==> src/rtl/fetch_unit.sv <==
// Instruction fetch stage: PC, synchronous ROM interface, instruction register.
// Taken relative branches redirect fetch and squash the two in-flight wrong-path words.
module fetch_unit #(
    parameter int                     PC_WIDTH     = 8,
    parameter int                     INSTR_WIDTH  = 24,
    parameter int                     OFFSET_WIDTH = 8,
    parameter logic [INSTR_WIDTH-1:0] NOP_INSTR    = '0
) (
    input  logic                    clk,
    input  logic                    reset,
    input  logic                    hold,
    input  logic                    pc_rel_branch,
    input  logic [OFFSET_WIDTH-1:0] branch_offset,
    output logic [PC_WIDTH-1:0]     prog_addr,
    output logic                    prog_en,
    input  logic [INSTR_WIDTH-1:0]  prog_data,
    output logic [INSTR_WIDTH-1:0]  instr,
    output logic [5:0]              opcode,
    output logic                    instr_valid,
    output logic [PC_WIDTH-1:0]     pc
);

    typedef enum logic [1:0] {PRIME, RUN, FLUSH} state_t;

    state_t                  r_state,       w_state_nxt;
    logic [PC_WIDTH-1:0]     r_fetch_pc,    w_fetch_pc_nxt;
    logic [PC_WIDTH-1:0]     r_data_addr,   w_data_addr_nxt;
    logic [PC_WIDTH-1:0]     r_pc,          w_pc_nxt;
    logic [INSTR_WIDTH-1:0]  r_instr,       w_instr_nxt;
    logic                    r_instr_valid, w_instr_valid_nxt;
    logic [PC_WIDTH-1:0]     w_offset_ext;
    logic                    w_take;

    assign w_offset_ext = PC_WIDTH'(signed'(branch_offset));
    assign w_take       = pc_rel_branch && r_instr_valid;

    always_ff @(posedge clk or posedge reset) begin
        if (reset) begin
            r_state       <= PRIME;
            r_fetch_pc    <= '0;
            r_data_addr   <= '0;
            r_pc          <= '0;
            r_instr       <= NOP_INSTR;
            r_instr_valid <= 1'b0;
        end else begin
            r_state       <= w_state_nxt;
            r_fetch_pc    <= w_fetch_pc_nxt;
            r_data_addr   <= w_data_addr_nxt;
            r_pc          <= w_pc_nxt;
            r_instr       <= w_instr_nxt;
            r_instr_valid <= w_instr_valid_nxt;
        end
    end

    // hold keeps every default, so the whole pipeline freezes in lockstep with the ROM
    always_comb begin
        w_state_nxt       = r_state;
        w_fetch_pc_nxt    = r_fetch_pc;
        w_data_addr_nxt   = r_data_addr;
        w_pc_nxt          = r_pc;
        w_instr_nxt       = r_instr;
        w_instr_valid_nxt = r_instr_valid;
        if (!hold) begin
            case (r_state)
                PRIME, FLUSH: begin
                    // prog_data is stale or wrong-path here; restart the stream at fetch_pc
                    w_instr_nxt       = NOP_INSTR;
                    w_instr_valid_nxt = 1'b0;
                    w_data_addr_nxt   = r_fetch_pc;
                    w_fetch_pc_nxt    = r_fetch_pc + PC_WIDTH'(1);
                    w_state_nxt       = RUN;
                end
                RUN: begin
                    if (w_take) begin
                        w_fetch_pc_nxt    = r_pc + w_offset_ext;
                        w_instr_nxt       = NOP_INSTR;
                        w_instr_valid_nxt = 1'b0;
                        w_state_nxt       = FLUSH;
                    end else begin
                        w_instr_nxt       = prog_data;
                        w_instr_valid_nxt = 1'b1;
                        w_pc_nxt          = r_data_addr;
                        w_data_addr_nxt   = r_fetch_pc;
                        w_fetch_pc_nxt    = r_fetch_pc + PC_WIDTH'(1);
                    end
                end
                default: w_state_nxt = PRIME;
            endcase
        end
    end

    assign prog_addr   = r_fetch_pc;
    assign prog_en     = !hold && !reset;
    assign instr       = r_instr;
    assign opcode      = r_instr[INSTR_WIDTH-1 -: 6];
    assign instr_valid = r_instr_valid;
    assign pc          = r_pc;

endmodule

==> config.mk <==
export PLATFORM = sky130hd
export DESIGN_NAME = fetch_unit
export DESIGN_NICKNAME = d
export VERILOG_FILES = /design/src/rtl/fetch_unit.sv
export SDC_FILE = /design/constraint.sdc
export NUM_CORES = 1
export LEC_CHECK = 0
export CORE_ASPECT_RATIO = 1.1
export CORE_MARGIN = 3
export CORE_UTILIZATION = 55
export DETAILED_ROUTE_END_ITERATION = 7
export DONT_BUFFER_PORTS = 1
export PLACE_DENSITY = 0.7
export SETUP_SLACK_MARGIN = 0.15
export SYNTH_ARGS = -nofsm -noshare
export SYNTH_HDL_FRONTEND = slang
export SYNTH_SLANG_ARGS = --single-unit
==> constraint.sdc <==
create_clock -name clk -period 2 [get_ports clk]
set_input_delay 0.4 -clock clk [delete_from_list [all_inputs] [get_ports clk]]
set_output_delay 0.4 -clock clk [all_outputs]
set_load 0.01 [all_outputs]
==> impl_metrics.toml <==
[logic_synthesis]
synth-seq-cells = 51
yosys_warnings = 0
ys_types = 41
synth_edf_count = 0
synth_ff_type = "dfrtp_1"
synth_seq_area_share_pct = 52.9
synth_top_cell_area_share_pct = 52.9
synth-async-reset-ratio_pct = 100
yosys.area.top_type = "dfrtp_1"
synth_fp_nets = 252
synthTopCellsByCount = "51 x dfrtp_1, 24 x a22o_1, 16 x nand2_1"
syn_avg_cell_area_um2 = 11.6
synth_area_leaders = "dfrtp_1 53%, a22o_1 8.7%, mux2_2 5.6%, ha_1 4.2%, buf_4 2.5%"
syn-cell-area_um2 = 2410
synth.most_common_cell = "dfrtp_1"
netlist_instances = 207

[sta]
setup_viol = 0
setup_ws_ps = 236
tightest_slew_ps = 426
fmax_ghz = 0.567
hold_slack_ps = 176
fin_skew_ps = 9.49
finalCriticalPeriod_ps = 1760
rsz0062_at_grt = "yes"
setup_tns_ps = 0
finalHoldViolCount = 0
slew_headroom_pct = 71.6
slew_viol_final = 0
finalCritPeriodShare_pct = 88.2

[global_routing]
gr-usage-met3_pct = 6.99
grt_max_degree = 31
track_usage_pct = 19.2
overflow = 0
grt_pass1_wl_um = 7820
grt_busiest_layer = "met2"
antenna_found_initial = 0
use_met1_pct = 23.1
use_met2_pct = 31.8
first_global_vias = 1660

[setup_path]
cp-start-kind = "flip-flop"
crit_required_ps = 2200
setup.worst_path.end_class = "flip-flop"
path_class = "reg -> reg"
worst-path-max-fanout = 3
crit_arrival_ps = 1960

[detailed_routing]
drtPass1Iterations = 4
drtAntennaViolNets = 0
wl_per_cell_um = 19.5
wl_um = 5100
vias_per_cell = 6.36
drcViolationCount = 0
drt_iter0_markers = 119
vias = 1660

[floorplanning]
fp.dieW_um = 69.1
core_um2 = 4080
start_util_pct = 59.0
io_pins = 84
fp.dieArea_um2 = 5220
num_rows = 24
die_h_um = 75.4

[cts]
cts_root_buf = "clkbuf_8"
cts_max_level = 2
clkSinkCount = 51
numCtsBuffers = 5
clk_latency_ps = 310
clockBufferDepth = 2
clkTransAtPathRegs_ps = 100
cts_tree = "yes"
post_cts_buffers = 0

[hold_path]
hp-class = "in -> reg"

[status]
status = "finished, final reports clean"

[power_and_ir_drop]
peakVddDrop_mv = 0.819
finalPower_mw = 4.29
power.leakage_nw = 1.16
powerDensity_nw_per_um2 = 1660

[finish]
layout.nets = 253
final_util_pct = 63.2
areaGrowthSynthToFinish_pct = 7.11
antennaDiodeCount = 0
drive_above_1_share_pct = 20.6

[place]
place_congestion = 0.879
hpwl_um = 3740
port_buffers = 0
preCtsSetupSlack_ps = 145

[job]
max_cap_violations = 0
sequential cells by signal, indices dropped and copies added (netlist names):
| register | cells |
|---|---|
| instr | 24 |
| r_data_addr | 8 |
| pc | 8 |
| prog_addr | 8 |
| r_state | 2 |
| instr_valid | 1 |
where the power goes:
part	leakage, nW	internal, mW	switching, mW	total, mW
clock	0.0502	0.259	0.357	0.616
sequential	0.625	1.50	0.669	2.17
combinational	0.487	0.767	0.738	1.51
worst max-delay path, stage by stage, from the launching register on:
cell and delay (ps):
dfrtp_1 360, ha_2 210, inv_1 70, fa_2 370
nor2b_2 160, o31ai_1 90, a21oi_1 180, xnor2_1 130
o21ai_0 80
routing by layer:
metal / vias up / routed length (µm)
li1: 756 / -
met1: 819 / 2080
met2: 72 / 2550
met3: 13 / 347
met4: 0 / 119
met5: - / 0
worst paths after layout:
kind	cells after the start	slack [ps]	end	from
setup / recovery	8	240	prog_addr[6]$_DFFE_PP0P_	pc[0]$_DFFE_PP0P_
hold / removal	1	180	r_state[0]$_DFFE_PP0P_	hold
setup reg to reg	8	240	prog_addr[6]$_DFFE_PP0P_	pc[0]$_DFFE_PP0P_
hold reg to reg	1	500	pc[7]$_DFFE_PP0P_	r_data_addr[7]$_DFFE_PP0P_
max in group asynchronous	3	900	instr[2]$_DFFE_PP0P_	reset
min in group asynchronous	2	540	prog_addr[1]$_DFFE_PP0P_	reset
per-stage QoR:
stage	std cells	area (µm²)
final	261	2580
after global routing	261	2580
after CTS	261	2540
after detailed placement	252	2440
after global placement	252	2440
after floorplan	207	2410
what timing repair did:
action	CTS	global route
gates resized for setup	0	12
hold endpoints to repair	19	0
hold buffers	1	0
setup endpoints to repair	0	3
cells by family after synthesis:
group | Yosys count | synth area share (%)
fa+ha+maj | 9 | 4.98
buf+inv | 20 | 4.93
simple gates | 45 | 8.56
compound gates | 63 | 20.1
flops | 51 | 52.9
xor+xnor | 4 | 1.45
mux | 15 | 7.01
layout by cell type, fill, tap and decap left out, types with 3 or more instances in the layout:
master / synthesis / routed
mux2_1: 3 / 3
buf_4: 8 / 8
a21o_1: 5 / 5
dfrtp_1: 51 / 47
o21ai_0: 10 / 9
a21oi_1: 8 / 8
ha_1: 8 / 6
a22o_1: 24 / 24
xnor2_1: 3 / 3
nor2_1: 14 / 14
clkbuf_8: 0 / 5
dfrtp_2: 0 / 4
inv_1: 4 / 3
nor3_1: 4 / 4
nand2_1: 16 / 16
mux2_2: 12 / 12
nand3_1: 4 / 4
final cells by class:
class                      instances  area (µm²)
fill                             336        1500
sequential                        51        1280
multi-input combinational        136        1050
timing repair buffer               9        70.1
clock buffer                       5        68.8
tap                               52        65.1
clock inverter                     3        28.8
inverter                           5        18.8
Power figures use the tool's default switching activity.
